==> src/rtl/setup_param_pkg.sv <==
`default_nettype none
// ============================================================================
// Package     : Tipos
// Description : Shared lock types, digit markers, factory defaults and helpers
//               used by the setup menu and its keypad decoder.
// Revision    : 1.0 - initial release
// ============================================================================
package Tipos;

    localparam int NUM_SENHAS_MAX = 8;
    localparam int N_DIG          = 20;

    localparam logic [3:0] DIG_EMPTY = 4'hF;
    localparam logic [3:0] DIG_FIM   = 4'hB;

    // digits[0] is the most recently typed digit
    typedef struct packed {
        logic [N_DIG-1:0][3:0] digits;
    } senhaPac_t;

    typedef struct packed {
        logic [3:0] BCD5;
        logic [3:0] BCD4;
        logic [3:0] BCD3;
        logic [3:0] BCD2;
        logic [3:0] BCD1;
        logic [3:0] BCD0;
    } bcdPac_t;

    typedef struct packed {
        logic                                bip_status;
        logic [6:0]                          bip_time;
        logic [6:0]                          tranca_aut_time;
        senhaPac_t                           senha_master;
        senhaPac_t [NUM_SENHAS_MAX-1:0]      senha;
    } setupPac_t;

    typedef enum logic [3:0] {
        ST_IDLE     = 4'd0,
        ST_AUTH     = 4'd1,
        ST_HAB_BIP  = 4'd2,
        ST_T_BIP    = 4'd3,
        ST_T_TRC    = 4'd4,
        ST_S_MASTER = 4'd5,
        ST_S_USER   = 4'd6,
        ST_SAVE     = 4'd7,
        ST_ABORT    = 4'd8
    } setup_state_t;

    localparam senhaPac_t c_SENHA_VAZIA = senhaPac_t'({N_DIG{DIG_EMPTY}});
    localparam bcdPac_t   c_BCD_BLANK   = bcdPac_t'({6{DIG_EMPTY}});

    // Factory: bip on, 5 s bip, 5 s auto-lock, master 1234, no user passwords
    localparam setupPac_t c_SETUP_DEFAULT = setupPac_t'({
        1'b1,
        7'd5,
        7'd5,
        {{(N_DIG-4){DIG_EMPTY}}, 16'h1234},
        {NUM_SENHAS_MAX{c_SENHA_VAZIA}}
    });

    function automatic logic dig_is_bad(input logic [3:0] d);
        return (d >= 4'hA) && (d <= 4'hE);
    endfunction

    function automatic senhaPac_t senha_trim(input senhaPac_t s, input logic [4:0] len);
        senhaPac_t r;
        for (int i = 0; i < N_DIG; i++) begin
            r.digits[i] = (5'(i) < len) ? s.digits[i] : DIG_EMPTY;
        end
        return r;
    endfunction

    function automatic logic [6:0] clamp7(input logic [6:0] v,
                                          input logic [6:0] lo,
                                          input logic [6:0] hi);
        if (v < lo) return lo;
        if (v > hi) return hi;
        return v;
    endfunction

    function automatic logic [3:0] bcd_tens(input logic [6:0] v);
        return 4'(v / 7'd10);
    endfunction

    function automatic logic [3:0] bcd_units(input logic [6:0] v);
        return 4'(v % 7'd10);
    endfunction

endpackage
`default_nettype wire

==> src/rtl/setup_param_digitos_dec.sv <==
`default_nettype none
// ============================================================================
// Module      : setup_digitos_dec
// Description : Combinational classifier for one keypad entry: skip/finish
//               keys, typed length, illegal digits and two-digit value.
// Revision    : 1.0 - initial release
// ============================================================================
module setup_digitos_dec
    import Tipos::*;
(
    input  senhaPac_t   digitos_value,
    output logic        is_skip,
    output logic        is_fim,
    output logic [4:0]  len,
    output logic        has_bad,
    output logic [6:0]  val2
);

    logic [N_DIG-1:0] w_is_empty;
    logic [N_DIG-1:0] w_is_fim;
    logic [N_DIG-1:0] w_is_bad;
    logic             w_run;
    logic [3:0]       w_d0;
    logic [3:0]       w_d1;

    for (genvar gi = 0; gi < N_DIG; gi++) begin : g_dig
        assign w_is_empty[gi] = (digitos_value.digits[gi] == DIG_EMPTY);
        assign w_is_fim[gi]   = (digitos_value.digits[gi] == DIG_FIM);
        assign w_is_bad[gi]   = dig_is_bad(digitos_value.digits[gi]);
    end

    assign is_skip = &w_is_empty;
    assign is_fim  = &w_is_fim;

    // Length stops at the first empty position; bad digits only count inside it
    always_comb begin
        len     = 5'd0;
        has_bad = 1'b0;
        w_run   = 1'b1;
        for (int i = 0; i < N_DIG; i++) begin
            if (w_run && !w_is_empty[i]) begin
                len = len + 5'd1;
                if (w_is_bad[i]) begin
                    has_bad = 1'b1;
                end
            end else begin
                w_run = 1'b0;
            end
        end
    end

    assign w_d0 = w_is_empty[0] ? 4'd0 : digitos_value.digits[0];
    assign w_d1 = w_is_empty[1] ? 4'd0 : digitos_value.digits[1];
    assign val2 = 7'(w_d1) * 7'd10 + 7'(w_d0);

endmodule
`default_nettype wire

==> src/rtl/setup_param.sv <==
`default_nettype none
// ============================================================================
// Module      : setup_param
// Description : Master-protected configuration menu that edits bip, times and
//               passwords, returning the edited configuration on save.
// Revision    : 1.0 - initial release
// ============================================================================
module setup_param
    import Tipos::*;
#(
    parameter int N_SENHAS    = 4,
    parameter int MIN_DIG     = 4,
    parameter int MAX_DIG     = 12,
    parameter int T_MIN       = 5,
    parameter int T_MAX       = 60,
    parameter int MAX_TRIES   = 3,
    parameter int TIMEOUT_CYC = 30_000_000
)(
    input  logic        clk,
    input  logic        rst,
    input  logic        setup_on,
    input  setupPac_t   setup_cur,
    input  senhaPac_t   digitos_value,
    input  logic        digitos_valid,
    output logic        display_en,
    output bcdPac_t     bcd_pac,
    output setupPac_t   data_setup_new,
    output logic        data_setup_ok,
    output logic        setup_abort,
    output logic        setup_err
);

    localparam int c_TMR_W = (TIMEOUT_CYC > 2) ? $clog2(TIMEOUT_CYC) : 1;
    localparam int c_TRY_W = (MAX_TRIES > 1) ? $clog2(MAX_TRIES + 1) : 1;
    localparam int c_IDX_W = $clog2(NUM_SENHAS_MAX);

    localparam logic [c_TMR_W-1:0] c_TMR_LAST = c_TMR_W'(TIMEOUT_CYC - 1);
    localparam logic [c_TRY_W-1:0] c_TRY_LAST = c_TRY_W'(MAX_TRIES - 1);
    localparam logic [c_IDX_W-1:0] c_IDX_LAST = c_IDX_W'(N_SENHAS - 1);

    setup_state_t          r_state,  w_state_nxt;
    setupPac_t             r_work,   w_work_nxt;
    logic [c_IDX_W-1:0]    r_idx,    w_idx_nxt;
    logic [c_TRY_W-1:0]    r_tries,  w_tries_nxt;
    logic [c_TMR_W-1:0]    r_timer,  w_timer_nxt;
    logic                  r_err,    w_err_nxt;
    logic                  w_adv;

    logic                  w_is_skip;
    logic                  w_is_fim;
    logic [4:0]            w_len;
    logic                  w_has_bad;
    logic [6:0]            w_val2;

    logic [3:0]            w_d0;
    logic                  w_time_bad;
    logic [6:0]            w_time_val;
    logic                  w_pw_ok;
    senhaPac_t             w_pw_new;
    logic                  w_master_hit;
    logic [3:0]            w_user_step;

    setup_digitos_dec u_dec (
        .digitos_value (digitos_value),
        .is_skip       (w_is_skip),
        .is_fim        (w_is_fim),
        .len           (w_len),
        .has_bad       (w_has_bad),
        .val2          (w_val2)
    );

    assign w_d0         = digitos_value.digits[0];
    assign w_time_bad   = dig_is_bad(digitos_value.digits[0]) | dig_is_bad(digitos_value.digits[1]);
    assign w_time_val   = clamp7(w_val2, 7'(T_MIN), 7'(T_MAX));
    assign w_pw_ok      = (w_len >= 5'(MIN_DIG)) && (w_len <= 5'(MAX_DIG)) && !w_has_bad;
    assign w_pw_new     = senha_trim(digitos_value, w_len);
    assign w_master_hit = !w_is_skip && !w_is_fim && (digitos_value == r_work.senha_master);

    always_ff @(posedge clk) begin
        if (!rst) begin
            r_state <= ST_IDLE;
            r_work  <= c_SETUP_DEFAULT;
            r_idx   <= '0;
            r_tries <= '0;
            r_timer <= '0;
            r_err   <= 1'b0;
        end else begin
            r_state <= w_state_nxt;
            r_work  <= w_work_nxt;
            r_idx   <= w_idx_nxt;
            r_tries <= w_tries_nxt;
            r_timer <= w_timer_nxt;
            r_err   <= w_err_nxt;
        end
    end

    always_comb begin
        w_state_nxt = r_state;
        w_work_nxt  = r_work;
        w_idx_nxt   = r_idx;
        w_tries_nxt = r_tries;
        w_timer_nxt = r_timer;
        w_err_nxt   = 1'b0;
        w_adv       = 1'b0;

        case (r_state)
            ST_IDLE: begin
                if (setup_on) begin
                    w_work_nxt  = setup_cur;
                    w_tries_nxt = '0;
                    w_timer_nxt = '0;
                    w_idx_nxt   = '0;
                    w_state_nxt = ST_AUTH;
                end
            end
            ST_SAVE, ST_ABORT: begin
                w_state_nxt = ST_IDLE;
            end
            default: begin
                // A strobe always clears the timer, even on the expiry cycle
                if (digitos_valid) begin
                    w_timer_nxt = '0;
                    if (r_state == ST_AUTH) begin
                        if (w_master_hit) begin
                            w_state_nxt = ST_HAB_BIP;
                        end else begin
                            w_err_nxt = 1'b1;
                            if (r_tries == c_TRY_LAST) begin
                                w_state_nxt = ST_ABORT;
                            end else begin
                                w_tries_nxt = r_tries + 1'b1;
                            end
                        end
                    end else if (w_is_skip) begin
                        w_adv = 1'b1;
                    end else if (w_is_fim) begin
                        w_state_nxt = ST_SAVE;
                    end else begin
                        case (r_state)
                            ST_HAB_BIP: begin
                                if (w_d0 <= 4'd1) begin
                                    w_work_nxt.bip_status = w_d0[0];
                                    w_adv = 1'b1;
                                end else begin
                                    w_err_nxt = 1'b1;
                                end
                            end
                            ST_T_BIP: begin
                                if (w_time_bad) begin
                                    w_err_nxt = 1'b1;
                                end else begin
                                    w_work_nxt.bip_time = w_time_val;
                                    w_adv = 1'b1;
                                end
                            end
                            ST_T_TRC: begin
                                if (w_time_bad) begin
                                    w_err_nxt = 1'b1;
                                end else begin
                                    w_work_nxt.tranca_aut_time = w_time_val;
                                    w_adv = 1'b1;
                                end
                            end
                            ST_S_MASTER: begin
                                if (w_pw_ok) begin
                                    w_work_nxt.senha_master = w_pw_new;
                                    w_adv = 1'b1;
                                end else begin
                                    w_err_nxt = 1'b1;
                                end
                            end
                            ST_S_USER: begin
                                if (w_pw_ok) begin
                                    w_work_nxt.senha[r_idx] = w_pw_new;
                                    w_adv = 1'b1;
                                end else begin
                                    w_err_nxt = 1'b1;
                                end
                            end
                            default: ;
                        endcase
                    end
                end else if (r_timer == c_TMR_LAST) begin
                    w_state_nxt = ST_ABORT;
                end else begin
                    w_timer_nxt = r_timer + 1'b1;
                end

                if (w_adv) begin
                    case (r_state)
                        ST_HAB_BIP:  w_state_nxt = ST_T_BIP;
                        ST_T_BIP:    w_state_nxt = ST_T_TRC;
                        ST_T_TRC:    w_state_nxt = ST_S_MASTER;
                        ST_S_MASTER: begin
                            w_state_nxt = ST_S_USER;
                            w_idx_nxt   = '0;
                        end
                        ST_S_USER: begin
                            if (r_idx == c_IDX_LAST) begin
                                w_state_nxt = ST_SAVE;
                            end else begin
                                w_idx_nxt = r_idx + 1'b1;
                            end
                        end
                        default: ;
                    endcase
                end
            end
        endcase
    end

    assign w_user_step = (r_idx > c_IDX_W'(4)) ? 4'd9 : (4'd5 + 4'(r_idx));

    // Passwords never reach the display; only step number and time fields do
    always_comb begin
        bcd_pac = c_BCD_BLANK;
        case (r_state)
            ST_AUTH:     bcd_pac.BCD5 = 4'd0;
            ST_HAB_BIP: begin
                bcd_pac.BCD5 = 4'd1;
                bcd_pac.BCD0 = {3'b000, r_work.bip_status};
            end
            ST_T_BIP: begin
                bcd_pac.BCD5 = 4'd2;
                bcd_pac.BCD1 = bcd_tens(r_work.bip_time);
                bcd_pac.BCD0 = bcd_units(r_work.bip_time);
            end
            ST_T_TRC: begin
                bcd_pac.BCD5 = 4'd3;
                bcd_pac.BCD1 = bcd_tens(r_work.tranca_aut_time);
                bcd_pac.BCD0 = bcd_units(r_work.tranca_aut_time);
            end
            ST_S_MASTER: bcd_pac.BCD5 = 4'd4;
            ST_S_USER:   bcd_pac.BCD5 = w_user_step;
            default: ;
        endcase
    end

    assign display_en     = (r_state != ST_IDLE);
    assign data_setup_ok  = (r_state == ST_SAVE);
    assign setup_abort    = (r_state == ST_ABORT);
    assign setup_err      = r_err;
    assign data_setup_new = r_work;

endmodule
`default_nettype wire

==> config.mk <==
export PLATFORM = sky130hd
export DESIGN_NAME = setup_param
export DESIGN_NICKNAME = d
export VERILOG_FILES = /design/src/rtl/setup_param_pkg.sv /design/src/rtl/setup_param_digitos_dec.sv /design/src/rtl/setup_param.sv
export SDC_FILE = /design/constraint.sdc
export NUM_CORES = 2
export LEC_CHECK = 0
export CORE_AREA = 2 2 617 619
export CTS_BUF_LIST = sky130_fd_sc_hd__clkbuf_4 sky130_fd_sc_hd__clkbuf_8
export CTS_CLUSTER_SIZE = 24
export DETAILED_ROUTE_END_ITERATION = 7
export DIE_AREA = 0 0 619 621
export PLACE_DENSITY = 0.32
export SYNTH_ARGS = -nofsm -noshare
export SYNTH_HDL_FRONTEND = slang
export SYNTH_SLANG_ARGS = --single-unit
==> constraint.sdc <==
create_clock -name clk -period 17.1 [get_ports clk]
set_clock_uncertainty 0.05 [all_clocks]
set_input_delay 1.71 -clock clk [delete_from_list [all_inputs] [get_ports clk]]
set_output_delay 1.71 -clock clk [all_outputs]
set_load 0.01 [all_outputs]
==> reports/results.txt <==
Fmax - 0.07295 GHz
R2R Path End - data_setup_new[329]$_SDFFE_PN1P_
Async SR Flop Fraction - 0%
# hold bufs at CTS - 0
share of post-route cells with drive strength above 1 - 10.70%
Least-Margin Pin Slew - 1.360 ns
Pleak - 0.02403 uW
Crit path max-delay family - compound AO/OA/AOI/OAI gates
Detail Placement HPWL - 373.1 mm
Buf/Inv on CP - 3
Worst path depth - 48
Worst Setup EP - data_setup_new[339]$_SDFFE_PN1P_
drt initial violations - 3549
Most used DFF post-synth - dfxtp_1
# Max-Cap Violations - 0
area delta synth->final - 67.45%
root buf cell - clkbuf_8
setup TNS - 0 ns
worst skew pair latency - 1.03 ns
post-route ant nets - 0
reg2reg path depth - 10
Crit-path slowest cell - xnor3_4
maximum clock path buffer count - 4
CP most frequent cell - ha_1
Setup-failing EPs final - 0
# fillers - 42549
CP Max Fanout - 44
WS Path Type - in -> reg
Rel. slew slack - 8.767%
GP Congestion - 0.9224
Multi-input gate area - 21980 sq um
Post-CTS Repair Setup Buffers - 0
Final period util - 80.17%
Power Density - 207.4 nW/um^2
Yosys top cell by area - dfxtp_1
GRT overflow - 0
core area - 377800 sq um
FF-to-FF Start - r_state[3]$_SDFFE_PN0N_
Synth top area share - 39.69%
initial antenna violation count - 322
Nets - 6799
CP Capture Type - register
Hold Path Class - reg -> reg
largest net degree at the start of global routing - 185
Vias - 45741
r2r setup slk - 10.91 ns
Hold Slack - 0.4145 ns
status - finished clean
crit path launch type - input port
GRT Util Overall - 22.86%
PostCTS Resize Cnt - 0
RSZ-0062 raised after global routing - no
drt via density - 4.084
detailed-route DRC error count - 0
die area - 384400 sq um
hold-critical path depth - 2
Post-Syn Area - 38840 sq um
Synth Instances - 4431
syn avg cell area - 8.765 sq um
number of global-route vias before repair - 45385
critical path launch point - digitos_value[0]
Max VDD drop - 0.1324 mV
Site Rows - 226
Distinct cells, synth - 100
first-pass GRT wire length - 563.4 mm
die width - 619 microns
worst path required time - 17.91 ns
Max Slew Vio Count - 0
fin util - 17.22%
Wirelength per Cell - 40.70 microns
final wirelength - 455.9 mm
CTS H-Tree Depth - 4
Data arrival, critical path - 14.52 ns
Starting Density - 10.28%
Synth area leaders - dfxtp_1 40%, mux2i_1 6.8%, nor2_1 4.8%
FF/Latch Area - 15410 sq um
Fin. Hold Viols - 0
register area share after synthesis - 39.69%
Min Clock Period, post-route - 13.71 ns
I/O Pins - 1582
clock transition at the registers of the reported paths - 0.06 ns
Clock Sinks - 770
CTS Buf Count - 184
TritonRoute pass-1 iters - 8
CTS tree - built
Die Y - 621 microns
Post-synth EDFFs - 0
Worst path max stage delay - 1.02 ns
PortBufs - 1569
Ys Warns - 0
Synth Register Bits - 770
==> cell type report <==
| class | instances | area share [%] |
|---|---|---|
| Inverter | 73 | 0.4444 |
| Sequential cell | 770 | 23.70 |
| Antenna cell | 99 | 0.3809 |
| Clock buffer | 275 | 5.290 |
| Clock inverter | 48 | 0.8888 |
| Multi-Input combinational cell | 3215 | 33.80 |
| Tap cell | 5016 | 9.650 |
| Timing Repair Buffer | 1704 | 25.85 |
==> cell families (layout without fill, tap and decap cells) <==
| logic type | count (synthesis) | count (layout) | synth area share (%) |
|---|---|---|---|
| and+or+nand+nor | 1415 | 1415 | 17.77 |
| AOI/OAI and AO/OA | 1274 | 1274 | 23.88 |
| DFF | 770 | 770 | 39.69 |
| buffers and inverters | 457 | 2100 | 5.025 |
| muxes | 347 | 347 | 9.217 |
| xor gates and xnor gates | 134 | 134 | 3.315 |
| adders and majority gates | 33 | 33 | 1.095 |
| other | 1 | 111 | 0.009655 |
==> worst register-to-register path: stages (launching register included) <==
cell and delay, ns:
dfxtp_1 0.32, buf_4 0.21, or2_2 0.39, nor3_2 0.67, buf_4 0.79, buf_4 0.72, buf_4 0.79, buf_4 0.79
buf_4 0.69, a21oi_1 0.43, a2bb2oi_2 0.22
==> worst min-delay path by stage <==
stage	startpoint	to	slack [ns]
floorplan	r_tries[1]$_SDFFE_PN0P_	r_tries[1]$_SDFFE_PN0P_	0.39
CTS	data_setup_new[462]$_SDFFE_PN1P_	data_setup_new[462]$_SDFFE_PN1P_	0.42
finish	data_setup_new[540]$_SDFFE_PN1P_	data_setup_new[540]$_SDFFE_PN1P_	0.41
global placement	r_tries[1]$_SDFFE_PN0P_	r_tries[1]$_SDFFE_PN0P_	0.39
detailed placement	data_setup_new[345]$_SDFFE_PN1P_	data_setup_new[345]$_SDFFE_PN1P_	0.41
global route	data_setup_new[349]$_SDFFE_PN1P_	data_setup_new[349]$_SDFFE_PN1P_	0.44
==> layer usage <==
metal / routed length (microns) / up-vias / global-route usage, %
met2: 225000 / 2267 / 40.40
li1: - / 19497 / -
met4: 25500 / 94 / 10.67
met3: 35540 / 803 / 6.857
met5: 621 / - / 0
met1: 169300 / 23080 / 24.81
==> metrics by stage <==
stage / power [uW] / cell area [sq um] / setup WS (ns) / cells
after CTS: 13820 / 64790 / 3.608 / 11101
after global routing: 14100 / 64900 / 2.694 / 11145
final: 13490 / 65040 / 3.391 / 11200
after detailed placement: 11110 / 60770 / 2.500 / 10778
after floorplan: 6176 / 38880 / 6.513 / 4442
after global placement: 11110 / 60770 / 2.308 / 10778
==> Yosys cell counts, types with 50 or more instances <==
cell type  number
clkbuf_1      247
a21o_1         57
o311ai_1       60
o21ai_1        50
a2bb2oi_1     112
o21ai_0       117
o211ai_1       68
o32a_1         85
xor2_1         70
nand3_1       183
inv_1          70
xnor2_1        56
mux2i_1       262
dfxtp_1       770
nand2b_1      139
buf_2          96
nor2_1        492
nand2_1       301
a21oi_1       293
nand4_1        68
a211oi_1      161
==> state kept, by name (all words and copies together), names as in the netlist <==
register and flops:
data_setup_new 735, r_idx 3, r_state 4, r_timer 25, r_tries 2, setup_err 1
==> power breakdown <==
group	switching (uW)	leakage [uW]	internal, uW
registers	614	0.00635	2520
logic	4980	0.0155	2790
clock network	1140	0.00213	1450
==> placed cells by master, fill, tap and decap left out, types with 70 or more instances in the layout <==
cell type and count:
nand2b_1 139, dfxtp_1 770, o21ai_0 117, mux2i_1 262, buf_4 128, diode_2 99
o32a_1 85, nor2_1 486, a211oi_1 159, clkdlybuf4s50_1 1568, nand3_1 183, nand2_1 286
clkbuf_8 220, a2bb2oi_1 112, xor2_1 70, a21oi_1 288
No activity file was read; power rests on OpenSTA's default activity.
